[src/rtl/io_arb_pkg.sv]
// Shared types and constants for the IO read-port arbiter.
package io_arb_pkg;

    localparam int unsigned IO_ARB_ID_W = 2;

    localparam int unsigned REQ_IN_DATA  = 0;
    localparam int unsigned REQ_WEIGHT   = 1;
    localparam int unsigned REQ_BIAS     = 2;
    localparam int unsigned REQ_OUT_DATA = 3;

    typedef enum logic {
        IDLE  = 1'b0,
        ISSUE = 1'b1
    } io_arb_state_e;

    typedef struct packed {
        logic                   valid;
        logic [IO_ARB_ID_W-1:0] id;
        logic                   last;
    } io_tag_t;

endpackage

[src/rtl/io_port_arbiter_rr_arbiter.sv]
// Combinational round-robin grant: search starts one past the pointer and wraps.
module rr_arbiter #(
    parameter int unsigned N  = 4,
    parameter int unsigned IW = 2
) (
    input  logic [N-1:0]  i_req,
    input  logic [IW-1:0] i_ptr,
    output logic [N-1:0]  o_gnt,
    output logic [IW-1:0] o_idx,
    output logic          o_any
);

    always_comb begin
        int unsigned j;
        o_gnt = '0;
        o_idx = '0;
        o_any = 1'b0;
        j     = 0;
        for (int unsigned off = 1; off <= N; off++) begin
            j = (32'(i_ptr) + off) % N;
            if (!o_any && i_req[IW'(j)]) begin
                o_any          = 1'b1;
                o_idx          = IW'(j);
                o_gnt[IW'(j)]  = 1'b1;
            end
        end
    end

endmodule

[src/rtl/io_port_arbiter.sv]
// Shares the IO memory read port between burst requesters and routes returned words back.
// Optional IO_ARB_STRICT_PRIO_EN: requester 0 preempts the round-robin among the others.
module io_port_arbiter
    import io_arb_pkg::*;
#(
    parameter int unsigned IO_DATA_WIDTH  = 32,
    parameter int unsigned IO_ADDR_WIDTH  = 16,
    parameter int unsigned NUM_REQ        = 4,
    parameter int unsigned MAX_BURST      = 16,
    parameter int unsigned MEM_RD_LATENCY = 2,
    localparam int unsigned BW            = $clog2(MAX_BURST + 1)
) (
    input  logic                             clk,
    input  logic                             rstn,
    input  logic [NUM_REQ-1:0]               req_valid,
    output logic [NUM_REQ-1:0]               req_ready,
    input  logic [NUM_REQ*IO_ADDR_WIDTH-1:0] req_addr,
    input  logic [NUM_REQ*BW-1:0]            req_len,
    output logic                             mem_req_valid,
    output logic [IO_ADDR_WIDTH-1:0]         mem_req_addr,
    input  logic [IO_DATA_WIDTH-1:0]         mem_rdata,
    output logic [NUM_REQ-1:0]               rsp_valid,
    output logic [IO_DATA_WIDTH-1:0]         rsp_data,
    output logic                             rsp_last,
    output logic                             busy
);

    io_arb_state_e          r_state;
    logic [IO_ARB_ID_W-1:0] r_ptr;
    logic [IO_ARB_ID_W-1:0] r_id;
    logic [IO_ADDR_WIDTH-1:0] r_addr;
    logic [BW-1:0]          r_rem;
    io_tag_t                r_tag [MEM_RD_LATENCY];

    logic [NUM_REQ-1:0]       w_arb_req;
    logic [NUM_REQ-1:0]       w_gnt;
    logic [IO_ARB_ID_W-1:0]   w_gnt_idx;
    logic                     w_gnt_any;
    logic                     w_hs;
    logic [IO_ADDR_WIDTH-1:0] w_addr_arr [NUM_REQ];
    logic [BW-1:0]            w_len_arr  [NUM_REQ];
    logic [IO_ADDR_WIDTH-1:0] w_addr_sel;
    logic [BW-1:0]            w_len_sel;
    logic [BW-1:0]            w_len_clamped;
    io_tag_t                  w_tag_in;
    io_tag_t                  w_out;
    logic                     w_tag_any;

`ifdef IO_ARB_STRICT_PRIO_EN
    assign w_arb_req = req_valid[REQ_IN_DATA] ? (NUM_REQ'(1) << REQ_IN_DATA) : req_valid;
`else
    assign w_arb_req = req_valid;
`endif

    rr_arbiter #(
        .N  (NUM_REQ),
        .IW (IO_ARB_ID_W)
    ) u_rr (
        .i_req (w_arb_req),
        .i_ptr (r_ptr),
        .o_gnt (w_gnt),
        .o_idx (w_gnt_idx),
        .o_any (w_gnt_any)
    );

    always_comb begin
        for (int unsigned i = 0; i < NUM_REQ; i++) begin
            w_addr_arr[i] = req_addr[i*IO_ADDR_WIDTH +: IO_ADDR_WIDTH];
            w_len_arr[i]  = req_len[i*BW +: BW];
        end
    end

    assign w_addr_sel    = w_addr_arr[w_gnt_idx];
    assign w_len_sel     = w_len_arr[w_gnt_idx];
    assign w_len_clamped = (w_len_sel > BW'(MAX_BURST)) ? BW'(MAX_BURST) : w_len_sel;

    assign w_hs      = (r_state == IDLE) && w_gnt_any;
    assign req_ready = (rstn && r_state == IDLE) ? w_gnt : '0;

    // Tag entering the latency pipeline for the beat issued this cycle
    always_comb begin
        w_tag_in       = '0;
        w_tag_in.valid = (r_state == ISSUE);
        w_tag_in.id    = r_id;
        w_tag_in.last  = (r_state == ISSUE) && (r_rem == BW'(1));
    end

    always_ff @(posedge clk) begin
        if (!rstn) begin
            r_state <= IDLE;
            r_ptr   <= IO_ARB_ID_W'(NUM_REQ - 1);
            r_id    <= '0;
            r_addr  <= '0;
            r_rem   <= '0;
            for (int unsigned i = 0; i < MEM_RD_LATENCY; i++) begin
                r_tag[i] <= '0;
            end
        end else begin
            r_tag[0] <= w_tag_in;
            for (int unsigned i = 1; i < MEM_RD_LATENCY; i++) begin
                r_tag[i] <= r_tag[i-1];
            end
            case (r_state)
                IDLE: begin
                    if (w_hs) begin
                        r_ptr  <= w_gnt_idx;
                        r_id   <= w_gnt_idx;
                        r_addr <= w_addr_sel;
                        r_rem  <= w_len_clamped;
                        if (w_len_clamped != '0) begin
                            r_state <= ISSUE;
                        end
                    end
                end
                ISSUE: begin
                    r_addr <= r_addr + IO_ADDR_WIDTH'(1);
                    r_rem  <= r_rem - BW'(1);
                    if (r_rem == BW'(1)) begin
                        r_state <= IDLE;
                    end
                end
                default: r_state <= IDLE;
            endcase
        end
    end

    assign mem_req_valid = (r_state == ISSUE);
    assign mem_req_addr  = r_addr;

    always_comb begin
        w_tag_any = 1'b0;
        for (int unsigned i = 0; i < MEM_RD_LATENCY; i++) begin
            w_tag_any = w_tag_any | r_tag[i].valid;
        end
    end

    assign busy = (r_state == ISSUE) || w_tag_any;

    // Pipeline head lines up with the word memory returns this cycle
    assign w_out     = r_tag[MEM_RD_LATENCY-1];
    assign rsp_valid = w_out.valid ? (NUM_REQ'(1) << w_out.id) : '0;
    assign rsp_data  = w_out.valid ? mem_rdata : '0;
    assign rsp_last  = w_out.valid && w_out.last;

endmodule

[config.mk]
export PLATFORM = sky130hd
export DESIGN_NAME = io_port_arbiter
export DESIGN_NICKNAME = d
export VERILOG_FILES = /design/src/rtl/io_arb_pkg.sv /design/src/rtl/io_port_arbiter_rr_arbiter.sv /design/src/rtl/io_port_arbiter.sv
export SDC_FILE = /design/constraint.sdc
export NUM_CORES = 1
export LEC_CHECK = 0
export CORE_ASPECT_RATIO = 0.9
export CORE_MARGIN = 2
export CORE_UTILIZATION = 25
export DETAILED_ROUTE_END_ITERATION = 10
export GPL_TIMING_DRIVEN = 0
export HOLD_SLACK_MARGIN = 0.02
export SLEW_MARGIN = 0
export SYNTH_ARGS = -nofsm -noshare
export SYNTH_HDL_FRONTEND = slang
export SYNTH_SLANG_ARGS = --single-unit
[constraint.sdc]
create_clock -name clk -period 3.8 [get_ports clk]
set_clock_uncertainty 0.1 [all_clocks]
set_input_delay 0.57 -clock clk [delete_from_list [all_inputs] [get_ports clk]]
set_output_delay 0.57 -clock clk [all_outputs]
set_load 0.05 [all_outputs]
==> summary.md, run 1 <==
| Metric | Value |
|---|---|
| WL final | `between 10 and 15 mm` |
| Reg2Reg Setup Slack | `between 0.2 and 0.3 ns` |
| Worst hold path class | `reg -> reg` |
| Site Rows | `37` |
| RSZ-0062 raised after global routing | `no` |
| Critical-path cell list | `clkdlybuf4s50_1, mux4_2, nor2b_4, a22oi_1, nor2_1, a221oi_1, nor2_1, dlygate4sd2_1` |
| Setup CP Type | `in -> out` |
| Synthesized area per cell | `a little under 8 sq um` |
| CTS tree | `built` |
| Design Area, Final | `0.00514 sq mm` |
| Asr flop ratio synth | `0%` |
| Fin. max-slew vios | `0` |
| Status | `finished, final reports clean` |
| Area after DPL | `0.00498 sq mm` |
| LEAKAGE | `between 2 and 2.5 nW` |
| Io pins | `roughly 180` |
| Mapped cell area | `~0.0030 sq mm` |
| Setup WS post-layout | `approximately 0.25 ns` |
| Core area | `approximately 0.012 sq mm` |
| Post-synthesis compound-gate area fraction | `18.7%` |
| Crit path launch type | `input pin` |
| Critical path's most frequent cell | `nor2_1` |
| P per Cell Area | `between 700 and 800 mW/mm^2` |
| Root Driver | `clkbuf_16` |
| CP startpoint | `req_valid[2]` |
| Worst ir drop on vdd | `between 0.3 and 0.4 mV` |
| Hold_buf cts | `0` |
| Syn Nets | `approximately 510` |
| Final hold violation count | `0` |
| Yosys cell types | `46` |
| Slew Limit Headroom | `between 50% and 60%` |
| Htree depth | `2` |
| Synth Flop Type | `dfxtp_1` |
| Die width | `119 um` |
| Largest net degree at the start of global routing | `11` |
| Final setup TNS | `0 ns` |
| Post-Syn Instances | `380` |
| Clock slew at reported path FFs | `0.05 ns` |
| Worst-skew pair later-pin latency | `roughly 0.28 ns` |
| Nets | `about 700` |
| CTS buffer count | `5` |
| Via/cell ratio | `between 4 and 5` |
| Post-synthesis mux area share | `about a quarter` |
| Vert. Die Dim | `approximately 110 um` |
| Max-Cap Viols | `0` |
| Reg2reg end | `mem_req_addr[1]$_SDFFE_PN0P_` |
| IO buf count | `179` |
| Worst setup endpoint | `req_ready[1]` |
| Post-synthesis adder-cell area fraction | `3.76%` |
| Xor/xnor share of the synthesized area | `less than 1%` |
| Layout cells sized above 1 | `under 10%` |
| Most frequent cells in the layout | `clkdlybuf4s50_1, a21oi_1, mux2i_1` |
| Critical Path Stages | `8` |
| DIE AREA | `around 0.013 sq mm` |
| Commonest non-fill, non-tap cell in the layout | `clkdlybuf4s50_1` |
| Crit path max fanout | `9` |
| Worst Tran Pin Value | `approximately 0.73 ns` |
| Largest family of logic cells by synthesized area | `simple AND/OR/NAND/NOR gates` |
| Final setup viols | `0` |
| CP max stage delay | `between 0.6 and 0.7 ns` |
| Register area | `slightly below 700 sq um` |
| Vias | `3499` |
| Layout fillers | `1110` |
| GP Congestion | `roughly 0.91` |
| First-pass GRT wire length | `16.6 mm` |
| Total GRT Usage | `roughly 16%` |
| Residual DRC count | `0` |
| Ant diodes | `0` |
| Worst Path Required | `approximately 3.1 ns` |
| Final Critical Period | `about 3.6 ns` |
| Sequential element share of the synthesized area | `roughly 23%` |
| Endpoint class of the critical path | `output pin` |
| Slowest CP cell | `mux4_2` |
| Final Power | `3.91 mW` |
| Multi-input gate area | `approximately 0.0021 sq mm` |
| Synth Area in Simple Gates | `between 20% and 30%` |
| Vias in the first global route | `~3300` |
| 1st-iter DRT viols | `about 190` |
| FMAX | `about 0.28 GHz` |
| # clock sinks | `34` |
| DRT Pass-1 Iters | `4` |
| Yosys warning count | `0` |
| Initial antenna violation count | `0` |
| Crit-path leading delay family | `buffers and inverters` |
| Critical Path AT | `about 2.9 ns` |
| Crit share post-route | `roughly 94%` |
| Buf/Inv on CP | `2` |
| Gr ovfl total | `0` |
| RR Startpoint | `r_ptr[1]$_SDFFE_PN1P_` |
| #FFs+latches synth | `34` |
| Post-synth EDFFs | `0` |
| CTS Buffer Depth | `2` |
| Starting Density | `25.9%` |
| Post-route ant nets | `0` |
| Place WS | `-0.0672 ns` |
| WL per Instance | `14.7 um` |
| Detailed placer's ending HPWL | `8.75 mm` |
| Area grow syn2layout | `71.7%` |
| R2R cell count | `11` |
sequential cells by signal, summed over array words and instances, names as in the netlist:
register       count
r_ptr              2
mem_req_valid      1
mem_req_addr      16
r_id               2
r_rem              5
r_tag              8
cells by family after synthesis:
kind of cell / after synthesis
buffers and inverters: 39
adder cells (fa/ha/maj): 9
AO/OA/AOI/OAI: 96
flip-flops: 34
XOR/XNOR: 2
AND/OR/NAND/NOR: 138
multiplexers: 62
timing repair:
item,in CTS,in global routing
endpoints found under the hold margin,0,0
gates resized for setup,4,2
setup buffers,0,0
endpoints found under the setup margin,4,11
layout make-up:
cell class              instances  area share [%]
plain buffers                  26            2.75
clock buffers                   7            2.58
clock inverters                 1           0.584
inverters                      13           0.949
multi-input cells             307            41.3
flip-flops and latches         34            13.3
well taps                     156            3.80
repair buffers                179            34.8
stage by stage:
stage               hold slack (ns)  util (%)  cells
floorplan                     0.312         -    380
global placement              0.326      43.0    715
detailed placement            0.329      43.0    715
CTS                           0.341      44.4    723
global route                  0.366      44.4    723
finish                        0.336      44.4    723
cell usage after synthesis (2+ instances only):
| master | count | area share (%) |
|---|---|---|
| a21o_1 | 2 | 0.50 |
| a21oi_1 | 58 | 9.7 |
| a221oi_1 | 4 | 1.2 |
| a22o_1 | 2 | 0.59 |
| a22oi_1 | 4 | 1.0 |
| a31oi_1 | 5 | 1.0 |
| a41oi_1 | 2 | 0.59 |
| and2_1 | 40 | 8.4 |
| and3_1 | 6 | 1.3 |
| buf_2 | 2 | 0.33 |
| buf_4 | 3 | 0.75 |
| buf_6 | 4 | 1.5 |
| clkbuf_1 | 17 | 2.1 |
| dfxtp_1 | 34 | 23 |
| ha_1 | 9 | 3.8 |
| inv_1 | 12 | 1.5 |
| mux2_1 | 5 | 1.9 |
| mux2_4 | 2 | 1.0 |
| mux2i_1 | 50 | 17 |
| mux4_2 | 5 | 3.8 |
| nand2_1 | 15 | 1.9 |
| nand2b_1 | 2 | 0.42 |
| nand3_1 | 14 | 2.3 |
| nand3b_1 | 3 | 0.75 |
| nor2_1 | 37 | 4.6 |
| nor2b_1 | 2 | 0.42 |
| nor3_1 | 6 | 1.0 |
| nor3b_1 | 3 | 0.75 |
| nor4_1 | 2 | 0.42 |
| o211ai_1 | 3 | 0.75 |
| o21ai_0 | 7 | 1.2 |
| o21ai_1 | 3 | 0.50 |
| o22ai_1 | 2 | 0.42 |
| or3_1 | 2 | 0.42 |
| xnor2_1 | 2 | 0.59 |
routing by layer:
metal / track usage [%] / up-vias / share of wire, %
met4: 4.03 / 0 / 1.3
met2: 26.9 / 166 / 47
li1: - / 1729 / -
met3: 3.23 / 10 / 8.9
met1: 20.7 / 1594 / 43
met5: 0 / - / 0
where the power goes:
part	internal, mW	leakage [nW]	switching (mW)
registers	0.484	0.281	0.153
clock network	0.310	0.0781	0.142
logic	1.24	1.64	1.58
how the worst min path moves through the flow:
stage,from,to,depth (start not counted)
2_1_floorplan,r_tag[0][0]$_SDFF_PN0_,r_tag[0][4]$_SDFF_PN0_,1
3_3_place_gp,r_tag[0][1]$_SDFF_PN0_,r_tag[0][5]$_SDFF_PN0_,1
3_5_place_dp,r_tag[0][2]$_SDFF_PN0_,r_tag[0][6]$_SDFF_PN0_,1
4_1_cts,r_tag[0][2]$_SDFF_PN0_,r_tag[0][6]$_SDFF_PN0_,1
5_1_grt,r_tag[0][0]$_SDFF_PN0_,r_tag[0][4]$_SDFF_PN0_,1
6_report,r_tag[0][2]$_SDFF_PN0_,r_tag[0][6]$_SDFF_PN0_,1
Power figures use the tool's default switching activity.
==> inputs of run 2 (changes only) <==
Settings changed: CELL_PAD_IN_SITES_DETAIL_PLACEMENT from default to 0, CELL_PAD_IN_SITES_GLOBAL_PLACEMENT from default to 2, CORE_UTILIZATION 25 to 20, GPL_TIMING_DRIVEN 0 to 1, PLACE_DENSITY_LB_ADDON from default to 0.1.
==> summary.md, run 2 (synthesis results as in run 1) <==
| Metric | Value |
|---|---|
| Total GRT Usage | `13.2% (was 15.9%)` |
| First-pass GRT wire length | `16.8 mm (was 16.6 mm)` |
| P per Cell Area | `741 mW/mm^2 (was 760 mW/mm^2)` |
| WL per Instance | `14.5 um (was 14.7 um)` |
| Htree depth | `2 (unchanged)` |
| Area grow syn2layout | `73.3% (was 71.7%)` |
| Ant diodes | `0 (unchanged)` |
| Slowest CP cell | `clkdlybuf4s50_1 (was mux4_2)` |
| Placed cell count | `744 (was 715)` |
| CTS tree | `built (unchanged)` |
| Worst-skew pair later-pin latency | `0.28 ns (about the same)` |
| Crit share post-route | `88.8% (was 93.5%)` |
| WL final | `10.9 mm (was 10.6 mm)` |
| DIE AREA | `0.0160 sq mm (was 0.0129 sq mm)` |
| Final hold violation count | `0 (unchanged)` |
| Die width | `133 um (was 119 um)` |
| Worst Path Required | `3.13 ns (about the same)` |
| Io pins | `181 (unchanged)` |
| Max-Cap Viols | `0 (unchanged)` |
| Worst Tran Pin Value | `0.615 ns (was 0.735 ns)` |
| # clock sinks | `34 (unchanged)` |
| Buf/Inv on CP | `2 (unchanged)` |
| CTS Buffer Depth | `2 (unchanged)` |
| Largest net degree at the start of global routing | `47 (was 11)` |
| Slew Limit Headroom | `58.9% (was 50.8%)` |
| RSZ-0062 raised after global routing | `no (unchanged)` |
| Crit-path leading delay family | `buffers and inverters (unchanged)` |
| Final setup TNS | `0 ns (unchanged)` |
| Critical-path cell list | `clkdlybuf4s50_1, nor3b_1, a21oi_1, nor3_1, a31oi_1, o21ai_0, a221oi_1, nor2_1, buf_12 (was clkdlybuf4s50_1, mux4_2, nor2b_4, a22oi_1, nor2_1, a221oi_1, nor2_1, dlygate4sd2_1)` |
| Vias | `3286 (was 3499)` |
| Final Critical Period | `3.38 ns (was 3.55 ns)` |
| GP Congestion | `0.808 (was 0.909)` |
| Core area | `0.0147 sq mm (was 0.0116 sq mm)` |
| Vias in the first global route | `2995 (was 3321)` |
| LEAKAGE | `1.99 nW (was 2.00 nW)` |
| 1st-iter DRT viols | `117 (was 194)` |
| Max reg flops | `16 (unchanged)` |
| Initial antenna violation count | `0 (unchanged)` |
| Post-route ant nets | `0 (unchanged)` |
| Crit path max fanout | `9 (unchanged)` |
| Root Driver | `clkbuf_16 (unchanged)` |
| Post-CTS Setup Bufs | `0 (unchanged)` |
| CTS buffer count | `5 (unchanged)` |
| Crit path launch type | `input pin (unchanged)` |
| Starting Density | `20.4% (was 25.9%)` |
| Site Rows | `42 (was 37)` |
| Detailed placer's ending HPWL | `8.75 mm (about the same)` |
| Worst hold path class | `reg -> reg (unchanged)` |
| Layout cells sized above 1 | `6.33% (was 4.94%)` |
| Gr ovfl total | `0 (unchanged)` |
| Commonest non-fill, non-tap cell in the layout | `clkdlybuf4s50_1 (unchanged)` |
| Clock slew at reported path FFs | `0.05 ns (about the same)` |
| Vert. Die Dim | `120 um (was 108 um)` |
| Worst ir drop on vdd | `0.424 mV (was 0.325 mV)` |
| IO buf count | `180 (was 179)` |
| Residual DRC count | `0 (unchanged)` |
| Fin. max-slew vios | `0 (unchanged)` |
| DRT Pass-1 Iters | `6 (was 4)` |
| Critical Path AT | `2.71 ns (was 2.88 ns)` |
| Setup CP Type | `in -> out (unchanged)` |
| Most frequent cells in the layout | `clkdlybuf4s50_1, a21oi_1, mux2i_1 (unchanged)` |
| Endpoint class of the critical path | `output pin (unchanged)` |
| Post-cts repair resize count | `0 (was 4)` |
| Layout Cells excl Fill | `751 (was 723)` |
| Via/cell ratio | `4.38 (was 4.84)` |
| Status | `finished, final reports clean (unchanged)` |
| Nets | `684 (was 697)` |
| CP max stage delay | `0.62 ns (was 0.63 ns)` |
| Hold_buf cts | `0 (unchanged)` |
| Final setup viols | `0 (unchanged)` |
| FMAX | `0.296 GHz (was 0.281 GHz)` |
run 2: worst reg2reg max path, delay by kind of cell, from the launching register on:
kind / cells / cell delay, ns
compound gates: 2 / 0.73
fa+ha+maj: 1 / 0.38
buf+inv: 2 / 0.41
flops: 1 / 0.33
mux: 2 / 1.03
simple gates: 1 / 0.10
run 2: final cells by class:
type,instances,area (sq um)
fill,1508,9470
multi-input combinational,307,2130
timing repair buffer,192,1940
sequential,34,681
tap,198,248
clock buffer,6,129
inverter,13,48.8
clock inverter,1,7.51
run 2: stage by stage:
step / total power [mW] / instance area, sq um / utilization, % / setup WS (ns) / hold WS (ns)
floorplan: 2.69 / 2990 / - / 0.627 / 0.312
global placement: 3.48 / 5050 / 34.5 / 0.326 / 0.315
detailed placement: 3.49 / 5050 / 34.5 / 0.257 / 0.319
CTS: 3.89 / 5190 / 35.4 / 0.448 / 0.331
global route: 4.15 / 5190 / 35.4 / 0.279 / 0.343
finish: 3.85 / 5190 / 35.4 / 0.424 / 0.328
run 2: layer usage:
| layer | routed length (um) | track usage, % |
|---|---|---|
| met2 | 4090 | 17.6 |
| met1 | 5880 | 20.8 |
| met4 | 84 | 2.62 |
| met5 | 0 | 0 |
| met3 | 836 | 3.51 |
run 2: final timing paths:
path | from | end | slack (ns) | cells after the start
setup / recovery | req_valid[2] | req_ready[1] | 0.42 | 9
hold / removal | r_tag[0][1]$_SDFF_PN0_ | r_tag[0][5]$_SDFF_PN0_ | 0.33 | 1
setup reg to reg | r_ptr[1]$_SDFFE_PN1P_ | mem_req_addr[1]$_SDFFE_PN0P_ | 0.58 | 8
hold reg to reg | r_tag[0][1]$_SDFF_PN0_ | r_tag[0][5]$_SDFF_PN0_ | 0.33 | 1
run 2: power breakdown:
group	switching, mW	internal [mW]
logic	1.58	1.25
registers	0.149	0.483
clock network	0.147	0.239
total	1.87	1.97
